**config.mk**
```make
export PLATFORM = sky130hd
export DESIGN_NAME = zone_cmd_scheduler
export DESIGN_NICKNAME = d
export VERILOG_FILES = /design/src/rtl/zone_cmd_scheduler.sv
export SDC_FILE = /design/constraint.sdc
export NUM_CORES = 1
export LEC_CHECK = 0
export BUFFER_PORTS_ARGS = -buffer_cell sky130_fd_sc_hd__buf_4
export CAP_MARGIN = 30
export CORE_MARGIN = 2
export CORE_UTILIZATION = 35
export CTS_CLUSTER_SIZE = 14
export DETAILED_ROUTE_END_ITERATION = 6
export GPL_TIMING_DRIVEN = 0
export HOLD_SLACK_MARGIN = 0.02
export PLACE_DENSITY = 0.55
export SETUP_SLACK_MARGIN = 0.3
export SLEW_MARGIN = 15
export SYNTH_ARGS = -nofsm -noshare
export SYNTH_HDL_FRONTEND = slang
export SYNTH_SLANG_ARGS = --single-unit
export TNS_END_PERCENT = 20
```
**constraint.sdc**
```tcl
create_clock -name clk -period 6.1 [get_ports clk]
set_input_delay 0.305 -clock clk [delete_from_list [all_inputs] [get_ports clk]]
set_output_delay 0.305 -clock clk [all_outputs]
set_load 0.005 [all_outputs]
```
**src/rtl/zone_cmd_scheduler.sv**
```systemverilog
// Queues resolver commands and releases them to the zone judge only during vertical blanking,
// starting at the vsync edge. Define ZONE_CMD_FLUSH_EN to treat code 8'hFF as a queue flush.
module zone_cmd_scheduler #(
  parameter int unsigned FIFO_DEPTH    = 4,
  parameter int unsigned MAX_PER_FRAME = 4,
  parameter bit          VS_POL        = 1'b1
) (
  input  logic                        clk,
  input  logic                        rst,
  input  logic                        in_valid,
  input  logic [7:0]                  in_code,
  input  logic [31:0]                 in_para,
  output logic                        in_ready,
  input  logic                        vs,
  input  logic                        de,
  output logic                        out_valid,
  output logic [7:0]                  out_code,
  output logic [31:0]                 out_para,
  output logic [$clog2(FIFO_DEPTH):0] pending,
  output logic [7:0]                  drop_cnt
);
  localparam int unsigned PtrW     = $clog2(FIFO_DEPTH);
  localparam logic [PtrW:0] FullCnt = (PtrW+1)'(FIFO_DEPTH);
  localparam logic [7:0]   MaxIssue = 8'(MAX_PER_FRAME);

  localparam logic [0:0] StIdle  = 1'b0;
  localparam logic [0:0] StIssue = 1'b1;

  logic [39:0]     mem_q [FIFO_DEPTH];
  logic [PtrW-1:0] wr_ptr_q, rd_ptr_q;
  logic [PtrW:0]   count_q, count_d;
  logic [0:0]      state_q, state_d;
  logic [7:0]      issued_q, issued_d;
  logic [7:0]      drop_q;
  logic            vs_q, vs_act, frame_evt;
  logic            push, pop, drop, flush, empty;
  logic            out_valid_q;
  logic [7:0]      out_code_q;
  logic [31:0]     out_para_q;

`ifdef ZONE_CMD_FLUSH_EN
  assign flush = in_valid && (in_code == 8'hFF);
`else
  assign flush = 1'b0;
`endif

  assign vs_act    = (vs == VS_POL);
  assign frame_evt = vs_act && !vs_q;
  assign empty     = (count_q == '0);
  assign in_ready  = (count_q != FullCnt);
  // in_ready uses the pre-pop count, so a full queue refuses a push even while popping.
  assign push      = in_valid && in_ready && !flush;
  assign drop      = in_valid && !in_ready && !flush;

  always_comb begin
    state_d  = state_q;
    issued_d = issued_q;
    pop      = 1'b0;
    case (state_q)
      StIdle: begin
        if (frame_evt) begin
          state_d  = StIssue;
          issued_d = '0;
        end
      end
      StIssue: begin
        if (de || empty || (issued_q == MaxIssue) || flush) begin
          state_d = StIdle;
        end else begin
          pop      = 1'b1;
          issued_d = issued_q + 8'd1;
        end
      end
      default: state_d = StIdle;
    endcase
  end

  always_comb begin
    count_d = count_q;
    if (flush) begin
      count_d = '0;
    end else if (push && !pop) begin
      count_d = count_q + (PtrW+1)'(1);
    end else if (pop && !push) begin
      count_d = count_q - (PtrW+1)'(1);
    end
  end

  always_ff @(posedge clk) begin
    if (rst) begin
      state_q     <= StIdle;
      issued_q    <= '0;
      count_q     <= '0;
      wr_ptr_q    <= '0;
      rd_ptr_q    <= '0;
      vs_q        <= 1'b0;
      drop_q      <= '0;
      out_valid_q <= 1'b0;
      out_code_q  <= '0;
      out_para_q  <= '0;
    end else begin
      state_q     <= state_d;
      issued_q    <= issued_d;
      count_q     <= count_d;
      vs_q        <= vs_act;
      out_valid_q <= pop;
      if (pop) begin
        out_code_q <= mem_q[rd_ptr_q][39:32];
        out_para_q <= mem_q[rd_ptr_q][31:0];
      end
      if (flush) begin
        wr_ptr_q <= '0;
        rd_ptr_q <= '0;
      end else begin
        if (push) wr_ptr_q <= wr_ptr_q + PtrW'(1);
        if (pop)  rd_ptr_q <= rd_ptr_q + PtrW'(1);
      end
      if (drop && (drop_q != 8'hFF)) drop_q <= drop_q + 8'd1;
    end
  end

  // Storage needs no reset; occupancy is tracked by count_q.
  always_ff @(posedge clk) begin
    if (push) mem_q[wr_ptr_q] <= {in_code, in_para};
  end

  assign out_valid = out_valid_q;
  assign out_code  = out_code_q;
  assign out_para  = out_para_q;
  assign pending   = count_q;
  assign drop_cnt  = drop_q;

endmodule

```
==> results.txt, run 1 <==
Clock Pin Slew Worst Setup and Hold Paths - 60 ps
vias per inst - 4.98
GRT Overall Usage - 14.5%
via count - 5299
Max Clock Skew - 11.5 ps
initial antenna violation count - 1
placer's final routability congestion estimate - 0.817
required time of the critical path - 6540 ps
DR iter-0 viols - 328
Post-Synthesis Cells - 555
area growth from synthesis to layout - 27.4%
Std-Cell Core Area - 24400 sq um
final WL - 19200 microns
Post-Layout Cell Count - 1064
top cells by area, synth - edfxtp_1 55%, dfxtp_1 15%, mux4_2 10%
minimum clock period after layout - 3170 ps
sequential area share after synthesis - 70.1%
Comb pwr share - 11.8%
worst endpoint data arrival time - 3610 ps
Die H - 162 microns
Placed Cells - 976
Hold Vio Cnt, Final - 0
post-synth top area share - 55.0%
Yosys cell types - 51
Yosys reg bits - 226
nets@finish - 774
Post-synth EDFFs - 160
layout cells sized above 1 - 27.3%
global-route wire length before repair - 29600 microns
synthesized area - 8740 sq um
Peak VDD IR - 0.000189 V
Flop pwr share - 49.0%
# DRC - 0
Leakage Power - 3.80 nW
Setup Buffers After CTS - 0
Post-Syn Area per Cell - 15.7 sq um
power per cell area - 343 nW/um^2
Filler Cell Count - 2194
H-tree Lvls - 1
total clock sinks - 226
sw frac - 23.4%
crit path max fanout - 10
# IOs - 98
critical path launch point type - flip-flop
CTS tree - built
Synth Net Count - 609
critical path type - reg -> reg
Net Sw Power - 0.894 mW
GRT Residual Overflow - 0
post-route setup TNS - 0 ps
fmax - 316 MHz
drt first pass iters - 4
Clock Path Buffers - 3
Avg WL per Cell - 18.0 microns
Final Slew Violations - 0
max_cap viols - 0
vias in the first global route - 5436
Port Buffers - 97
slew margin rel. - 51.3%
Synth area leader - edfxtp_1
period utilization - 51.9%
Slew @ Worst Pin - 730 ps
Critical Path End Type - flip-flop
Die ar. - 26200 sq um
pin count of the biggest net entering global routing - 41
Clock power frac - 39.2%
Setup-failing EPs final - 0
status - complete, no violations
clock latency on the worst-skew pair - 520 ps
row count - 57
cts hold-fix bufs - 41
Post-synth top flop - edfxtp_1
DP HPWL - 11900 microns
# resized after CTS - 0
Int Power - 2.92 mW
CTS buffer count - 25
Die X - 162 microns
yosys warns - 0
Hold/Removal Path Class - in -> reg
Starting Density - 35.8%
share of synthesized flip-flops with an asynchronous set or reset - 0%
Clock Root Buffer - clkbuf_16
RSZ-0062 raised after global routing - false
antenna-violating nets left - 0
critical path, cell delays in order (launching register included):
cell	delay (ps)
dfxtp_1	370
inv_1	80
ha_1	130
or4b_4	480
or3_1	340
buf_6	170
buf_6	150
nand2_1	110
ha_1	200
inv_1	70
fa_1	380
xor2_1	180
or3_1	300
a21oi_1	130
final timing paths:
| path | cells after the start | start | endpoint | slack (ps) |
|---|---|---|---|---|
| max reg2reg | 13 | issued_q[0] | pending[2] | 2930 |
| min reg2reg | 2 | out_para[17] | out_para[17] | 480 |
| min | 4 | rst | issued_q[3] | 180 |
| max | 13 | issued_q[0] | pending[2] | 2930 |
routing by layer:
| layer | GRT usage (%) | wire [microns] | vias up |
|---|---|---|---|
| met3 | 2.35 | 886 | 27 |
| met5 | 0 | 0 | - |
| met4 | 3.86 | 359 | 0 |
| met2 | 26.2 | 9820 | 121 |
| met1 | 18.0 | 8130 | 2658 |
| li1 | - | - | 2493 |
power groups by stage:
stage	registers [mW]	clock network [mW]	logic [mW]
global route	1.88	1.58	0.497
floorplan	1.89	0	0.261
finish	1.87	1.50	0.449
global placement	1.90	0	0.422
CTS	1.87	1.53	0.460
detailed placement	1.91	0	0.436
through the flow:
step	hold WS, ps	setup WS (ps)	power, mW	util (%)	area (sq um)
after global routing	202	2780	3.97	45.6	11100
after detailed placement	468	2970	2.34	40.5	9880
after global placement	468	2650	2.33	40.5	9870
after floorplan	404	3200	2.15	-	8740
final	184	2930	3.82	45.6	11100
after CTS	161	2940	3.86	45.6	11100
state kept, by name, summed over array words and instances, names as in the netlist, 2 cells and up:
signal	count
drop_cnt	8
issued_q	8
mem_q	160
out_code	8
out_para	32
pending	3
rd_ptr_q	2
wr_ptr_q	2
final cells by class:
cell class | count | area (sq um) | area share [%]
clock buffers | 36 | 717 | 6.44
clock inverters | 10 | 121 | 1.09
well taps | 324 | 405 | 3.64
inverters | 7 | 26.3 | 0.236
diodes | 1 | 2.50 | 0.0225
repair buffers | 138 | 1140 | 10.2
multi-input cells | 282 | 2390 | 21.4
flip-flops and latches | 226 | 6130 | 55.0
plain buffers | 40 | 208 | 1.87
cell families (layout without fill, tap and decap cells):
family / after synthesis / in the layout / synth area share (%)
AO/OA/AOI/OAI: 107 / 107 / 6.76
XOR/XNOR: 8 / 8 / 0.802
adder cells (fa/ha/maj): 9 / 9 / 1.37
buffers and inverters: 47 / 231 / 2.68
flip-flops: 226 / 226 / 70.1
multiplexers: 49 / 49 / 11.4
other: 0 / 1 / 0
AND/OR/NAND/NOR: 109 / 109 / 6.87
layout by cell type, fill, tap and decap left out, types with 4 or more instances in the layout:
master	synthesis	routed
a21oi_1	45	45
and2_4	0	4
and3_1	4	4
buf_1	4	4
buf_2	6	6
buf_4	1	98
clkbuf_1	23	29
clkbuf_16	0	25
clkbuf_8	3	8
clkinvlp_4	0	4
dfxtp_1	66	66
dlygate4sd3_1	0	41
edfxtp_1	160	160
ha_1	8	8
inv_1	7	7
mux2i_1	5	5
mux4_2	40	40
nand2_1	5	5
nand3_1	49	49
nand4_1	5	5
nor2_1	16	16
nor3_1	5	5
o211ai_1	5	5
o21ai_0	44	44
xor2_1	7	7
synthesized netlist by cell type (all sizes together) (2+ instances only):
cell       n
nor2b      3
o211ai     5
o2111ai    2
nor2      16
nor3b      3
or3        3
nand2b     3
nor3       7
o21a       2
nand3     49
xor2       7
buf       13
nand4      5
edfxtp   160
nand2      5
ha         8
inv        7
a21oi     46
clkbuf    27
dfxtp     66
mux4      40
o21ai     44
mux2i      5
and2       5
mux2       4
and3       4
Power figures use the tool's default switching activity.
==> run 2: changes to the inputs <==
--- a/config.mk
+++ b/config.mk
@@ -5,6 +5,7 @@
 export SDC_FILE = /design/constraint.sdc
 export NUM_CORES = 1
 export LEC_CHECK = 0
+export ABC_AREA = 1
 export BUFFER_PORTS_ARGS = -buffer_cell sky130_fd_sc_hd__buf_4
 export CAP_MARGIN = 30
 export CORE_MARGIN = 2
@@ -13,7 +14,7 @@
 export DETAILED_ROUTE_END_ITERATION = 6
 export GPL_TIMING_DRIVEN = 0
 export HOLD_SLACK_MARGIN = 0.02
-export PLACE_DENSITY = 0.55
+export PLACE_DENSITY = 0.57
 export SETUP_SLACK_MARGIN = 0.3
 export SLEW_MARGIN = 15
 export SYNTH_ARGS = -nofsm -noshare
==> constraint.sdc (replaced) <==
create_clock -name clk -period 2.8 [get_ports clk]
set_input_delay 0.14 -clock clk [delete_from_list [all_inputs] [get_ports clk]]
set_output_delay 0.14 -clock clk [all_outputs]
set_load 0.005 [all_outputs]
==> run 2 against run 1 <==
Critical endpoint unchanged. Fmax grew 39%. Sequential cell count unchanged. Count of clock-buffer cells in the layout up 6. Sequential power increased by 110%. Via count is 16% higher. Die area hardly changed.
==> results.txt, run 2 <==
Starting Density - 35.8%
# IOs - 98
worst endpoint data arrival time - 2720 ps
Post-DP Area - 10000 sq um
# DRC - 0
Hold/Removal Path Class - in -> reg
H-tree Lvls - 1
register area - 6130 sq um
Port Buffers - 97
CTS buffer count - 24
Crit-path slowest cell - fa_1
Finished Cell Area - 11300 sq um
worst hold path startpoint - in_valid
Avg WL per Cell - 16.0 microns
most frequent cell after synthesis - nor2_1
most frequent cells in the layout - 203 x nor2_1, 160 x edfxtp_1, 127 x o21ai_0, 99 x buf_4, 66 x dfxtp_1
Yosys reg bits - 226
Hold EP - drop_cnt[6]
Placed Cells - 1215
CTS tree - built
Post-Layout Cell Count - 1303
initial antenna violation count - 2
Clock Root Buffer - clkbuf_16
Std-Cell Core Area - 24400 sq um
Die ar. - 26200 sq um
top cells by area, synth - edfxtp_1 55%, dfxtp_1 15%, nor2_1 8.9%
Setup Buffers After CTS - 0
Post-synth top cells - 207 x nor2_1, 160 x edfxtp_1, 127 x o21ai_0
critical path type - reg -> reg
GRT Residual Overflow - 0
placer's final routability congestion estimate - 0.807
Multi-input gate area - 2280 sq um
commonest non-fill, non-tap cell in the layout - nor2_1
Synth Net Count - 842
row count - 57
Die H - 162 microns
Clock Path Buffers - 3
Die X - 162 microns
crit path max fanout - 10
vias in the first global route - 6075
synthesized area - 8730 sq um
power per cell area - 700 nW/um^2
fmax - 438 MHz
Worst path max stage delay - 380 ps
required time of the critical path - 3230 ps
r2r endpoint - pending[2]
slew margin rel. - 52.2%
total clock sinks - 226
max_cap viols - 0
status - complete, no violations
area growth from synthesis to layout - 28.9%
Yosys cell types - 24
yosys warns - 0
nets@finish - 1013
Critical Path End Type - flip-flop
post-route setup TNS - 0 ps
Synth area leader - edfxtp_1
Final Slew Violations - 0
Leakage Power - 4.18 nW
DP HPWL - 13300 microns
Slew @ Worst Pin - 716 ps
Setup-failing EPs final - 0
RSZ-0062 raised after global routing - false
pin count of the biggest net entering global routing - 23
Post-Syn Area per Cell - 11.1 sq um
Hold Crit Depth - 6
minimum clock period after layout - 2290 ps
layout cells sized above 1 - 17.4%
clock latency on the worst-skew pair - 510 ps
number of flip-flops in the largest register - 160
period utilization - 81.6%
Max Clock Skew - 10.1 ps
Design Power - 7.87 mW
sequential area share after synthesis - 70.2%
Hold Vio Cnt, Final - 0
DR iter-0 viols - 398
reg2reg path depth - 15
critical-path cell list - inv_1 > ha_1 > inv_1 > nor2_1 > nand2_1 > nand2_4 > buf_6 > ha_1 > inv_1 > fa_1 > nor2_1 > nor2_1 > nand2_1 > o21ai_0 > a21oi_1
Clock Pin Slew Worst Setup and Hold Paths - 60 ps
reg-to-reg startpoint - issued_q[0]
antenna-violating nets left - 0
via count - 6168
Post-Synthesis Cells - 788
GRT Overall Usage - 15.8%
Top delay family on crit path - adder cells
flop-to-flop setup slack - 510 ps
post-synth top area share - 55.0%
Post-synth top flop - edfxtp_1
Peak VDD IR - 0.000408 V
vias per inst - 4.73
critical path launch point type - flip-flop
final WL - 20900 microns
global-route wire length before repair - 32800 microns
drt first pass iters - 4
Reg with most FFs - mem_q
Critical path buffers and inverters - 4
Post-synth EDFFs - 160
share of synthesized flip-flops with an asynchronous set or reset - 0%
Filler Cell Count - 2278
==> run 2: cell types whose count changed in the layout (fill, tap and decap cells not counted), sizes merged, moves of 13 or more <==
cell,previous run,this run
mux4,40,0
nand3,49,16
o21ai,44,132
nand2,5,56
o22ai,0,40
buf,110,123
a21oi,46,17
nor2,16,210
inv,9,35
==> run 2: final cells by class <==
class	instances	share of cell area [%]
antenna	2	0.0445
buffer	40	1.97
clock buffer	42	6.85
clock inverter	2	0.0778
inverter	37	1.23
multi-input combinational	485	20.3
sequential	226	54.4
tap	324	3.60
timing repair buffer	145	11.5
==> run 2: tightest hold or removal path, stage by stage <==
cell and delay (ps):
buf_4 110, inv_1 60, nor2_2 50, nand3_1 90
nor2_1 40, nor2_1 80
==> run 2: per-stage QoR <==
stage | setup slack [ps] | hold slack, ps | util, %
final | 515 | 110 | 46.1
after global routing | 308 | 146 | 46.1
after CTS | 355 | 93.4 | 46.1
after detailed placement | 369 | 341 | 41.1
after global placement | -1850 | 343 | 40.4
after floorplan | -124 | 209 | -
==> run 2: worst max-delay path by stage <==
stage	startpoint	endpoint	slack, ps	depth (start not counted)
3_3_place_gp	pending[0]	mem_q[3][36]	-1850	4
3_5_place_dp	issued_q[0]	pending[2]	370	15
6_report	issued_q[0]	pending[2]	510	15
5_1_grt	issued_q[0]	pending[2]	310	15
4_1_cts	issued_q[0]	pending[2]	350	15
2_1_floorplan	pending[0]	mem_q[0][0]	-120	4
==> run 2: cells by family after synthesis <==
| logic type | share of synthesized area, % |
|---|---|
| AO/OA/AOI/OAI | 11.4 |
| XOR/XNOR | 0.201 |
| adder cells (fa/ha/maj) | 1.38 |
| buffers and inverters | 4.06 |
| flip-flops | 70.2 |
| AND/OR/NAND/NOR | 12.8 |
==> run 2: layer usage <==
metal  vias up  part of all wire, %  global-route usage, %
met5         -                    0                      0
met4         0                  1.5                   3.74
met3        29                  5.0                   2.37
met2       148                   48                   26.7
met1      2912                   46                   21.6
li1       3079                    -                      -
==> run 2: power breakdown <==
| part | total [mW] | internal [mW] | switching [mW] | leakage [nW] |
|---|---|---|---|---|
| registers | 3.93 | 3.85 | 0.0843 | 2.00 |
| logic | 0.860 | 0.357 | 0.503 | 1.80 |
| clock network | 3.08 | 1.85 | 1.23 | 0.381 |
==> run 2: repair_timing <==
item | in CTS | in global routing
hold buffers | 42 | 0
resized for setup | 0 | 4
endpoints found under the hold margin | 162 | 0
endpoints found under the setup margin | 0 | 1
==> run 3: changes to the inputs <==
--- a/config.mk
+++ b/config.mk
@@ -14,7 +14,7 @@
 export DETAILED_ROUTE_END_ITERATION = 6
 export GPL_TIMING_DRIVEN = 0
 export HOLD_SLACK_MARGIN = 0.02
-export PLACE_DENSITY = 0.57
+export PLACE_DENSITY = 0.55
 export SETUP_SLACK_MARGIN = 0.3
 export SLEW_MARGIN = 15
 export SYNTH_ARGS = -nofsm -noshare
==> constraint.sdc (replaced) <==
create_clock -name clk -period 2.2 [get_ports clk]
set_input_delay 0.11 -clock clk [delete_from_list [all_inputs] [get_ports clk]]
set_output_delay 0.11 -clock clk [all_outputs]
set_load 0.005 [all_outputs]
==> run 3 against run 2 <==
Critical path depth did not move. Global-route usage barely moved. Sequential share of layout area fell by 0.57 points. Total power rose by 28%. Cell count rose by 0.84%. Utilization rose by 0.55 points. First-iteration DRC count fell by 26%. Cell area rose by 1.2%. Register-to-register slack got worse by 170 ps. Wire length rose by 0.37%. Clock skew rose by 1.4 ps. Sequential power rose by 27%.
==> results.txt, run 3 (synthesized netlist as in run 2, its figures left out) <==
Finished Cell Area - 11400 sq um
Clock Path Buffers - 3
Design Power - 10.0 mW
layout cells sized above 1 - 20.2%
critical path launch point type - flip-flop
register area - 6130 sq um
required time of the critical path - 2640 ps
worst endpoint data arrival time - 2300 ps
Comb pwr share - 11.7%
Final Slew Violations - 0
pin count of the biggest net entering global routing - 24
Clock Root Buffer - clkbuf_16
commonest non-fill, non-tap cell in the layout - nor2_1
Slew @ Worst Pin - 645 ps
# IOs - 98
critical-path cell list - inv_4 > ha_4 > inv_2 > nor2_1 > nand2_1 > nand2_4 > buf_8 > ha_4 > inv_4 > fa_2 > nor2_1 > nor2_1 > nand2_1 > o21ai_1 > a21oi_1
vias per inst - 4.69
most frequent cells in the layout - 202 x nor2_1, 160 x edfxtp_1, 125 x o21ai_0, 108 x buf_4, 61 x dfxtp_1
Port Buffers - 97
Top delay family on crit path - adder cells
initial antenna violation count - 1
power per cell area - 882 nW/um^2
RSZ-0062 raised after global routing - true
Leakage Power - 4.23 nW
final WL - 21000 microns
number of flip-flops in the largest register - 160
# DRC - 0
nets@finish - 1025
Fin Hold WS - 66.0 ps
period utilization - 84.4%
Critical path buffers and inverters - 4
Filler Cell Count - 2295
Setup-failing EPs final - 0
Max Clock Skew - 11.5 ps
global-route wire length before repair - 32300 microns
drt first pass iters - 4
Post-DP Area - 10000 sq um
Multi-input gate area - 2340 sq um
placer's final routability congestion estimate - 0.801
clock latency on the worst-skew pair - 510 ps
Die ar. - 26200 sq um
DR iter-0 viols - 295
status - complete, no violations
slew margin rel. - 56.9%
Starting Density - 35.8%
most used cell, CP - nor2_1
Int Power - 7.71 mW
CTS buffer count - 25
critical path type - reg -> reg
Net Sw Power - 2.33 mW
Critical Path End Type - flip-flop
H-tree Lvls - 1
total clock sinks - 226
Clock power frac - 38.4%
Hold/Removal Path Class - in -> reg
CTS tree - built
GRT Residual Overflow - 0
Flop pwr share - 49.8%
area growth from synthesis to layout - 30.4%
fmax - 539 MHz
via count - 6164
minimum clock period after layout - 1860 ps
Std-Cell Core Area - 24400 sq um
row count - 57
top sig layer - met4
antenna-violating nets left - 0
Reg with most FFs - mem_q
sw frac - 23.2%
Die X - 162 microns
Peak VDD IR - 0.000521 V
Avg WL per Cell - 16.0 microns
max_cap viols - 0
Hold Vio Cnt, Final - 0
Clock Pin Slew Worst Setup and Hold Paths - 60 ps
GRT Overall Usage - 15.8%
M1 wire length - 9380 microns
vias in the first global route - 6027
Worst path max stage delay - 340 ps
DP HPWL - 13000 microns
crit path max fanout - 4
Crit-path slowest cell - dfxtp_2
met2 routed WL - 10100 microns
Die H - 162 microns
metal3 WL - 1100 microns
## run 3: changes by cell type in the layout (fill, tap and decap cells not counted), sizes merged
| cell | before | now |
|---|---|---|
| diode | 2 | 1 |
| clkinv | 4 | 8 |
| buf | 123 | 133 |
| nor2 | 210 | 211 |
| clkbuf | 62 | 58 |
| bufinv | 0 | 1 |
## run 3: path summary, 6_finish.rpt
check	start	endpoint	slack [ps]	cells after the start
max	issued_q[0]	pending[2]	340	15
min	in_valid	wr_ptr_q[0]	70	4
max reg2reg	issued_q[0]	pending[2]	340	15
min reg2reg	out_code[1]	out_code[1]	510	2
## run 3: tightest hold or removal path: stages
cell     delay [ps]
buf_4           120
nand2_4          90
buf_4           140
a21oi_1          60
## run 3: metrics by stage
stage	worst slack [ps]	utilization, %	std cells	setup TNS, ps
2_1_floorplan	-105	-	788	-16810
3_3_place_gp	-1190	40.5	1209	-182400
3_5_place_dp	-259	41.0	1214	-6280
4_1_cts	178	46.3	1308	0
5_1_grt	227	46.7	1314	0
6_report	343	46.7	1314	0
## run 3: routing by layer
| layer | GRT usage, % | vias up |
|---|---|---|
| met1 | 20.7 | 2884 |
| met5 | 0 | - |
| met2 | 27.1 | 145 |
| met3 | 2.60 | 31 |
| met4 | 5.07 | 0 |
| li1 | - | 3104 |
## run 3: cell type report
class                           count  area share, %
Clock inverter                      7          0.538
Inverter                           37           1.26
Buffer                             40           1.98
Timing Repair Buffer              155           12.0
Tap cell                          324           3.56
Sequential cell                   226           53.9
Multi-Input combinational cell    486           20.5
Antenna cell                        1         0.0220
Clock buffer                       38           6.19
## run 3: repair_timing
item                                   in CTS  in global routing
hold buffers                               42                  0
gates resized for setup                    13                 18
setup endpoints to repair                 156                 40
endpoints found under the hold margin     162                  0
setup buffers                               6                  5
pin swaps                                   4                  9
cloned                                      1                  0
## run 3: power groups by stage
stage	clock network (mW)	logic, mW	registers [mW]
floorplan	0	0.536	5.09
global placement	0	0.962	5.11
detailed placement	0	1.03	5.09
CTS	3.97	1.16	5.01
global route	4.14	1.31	5.03
finish	3.86	1.18	5.01
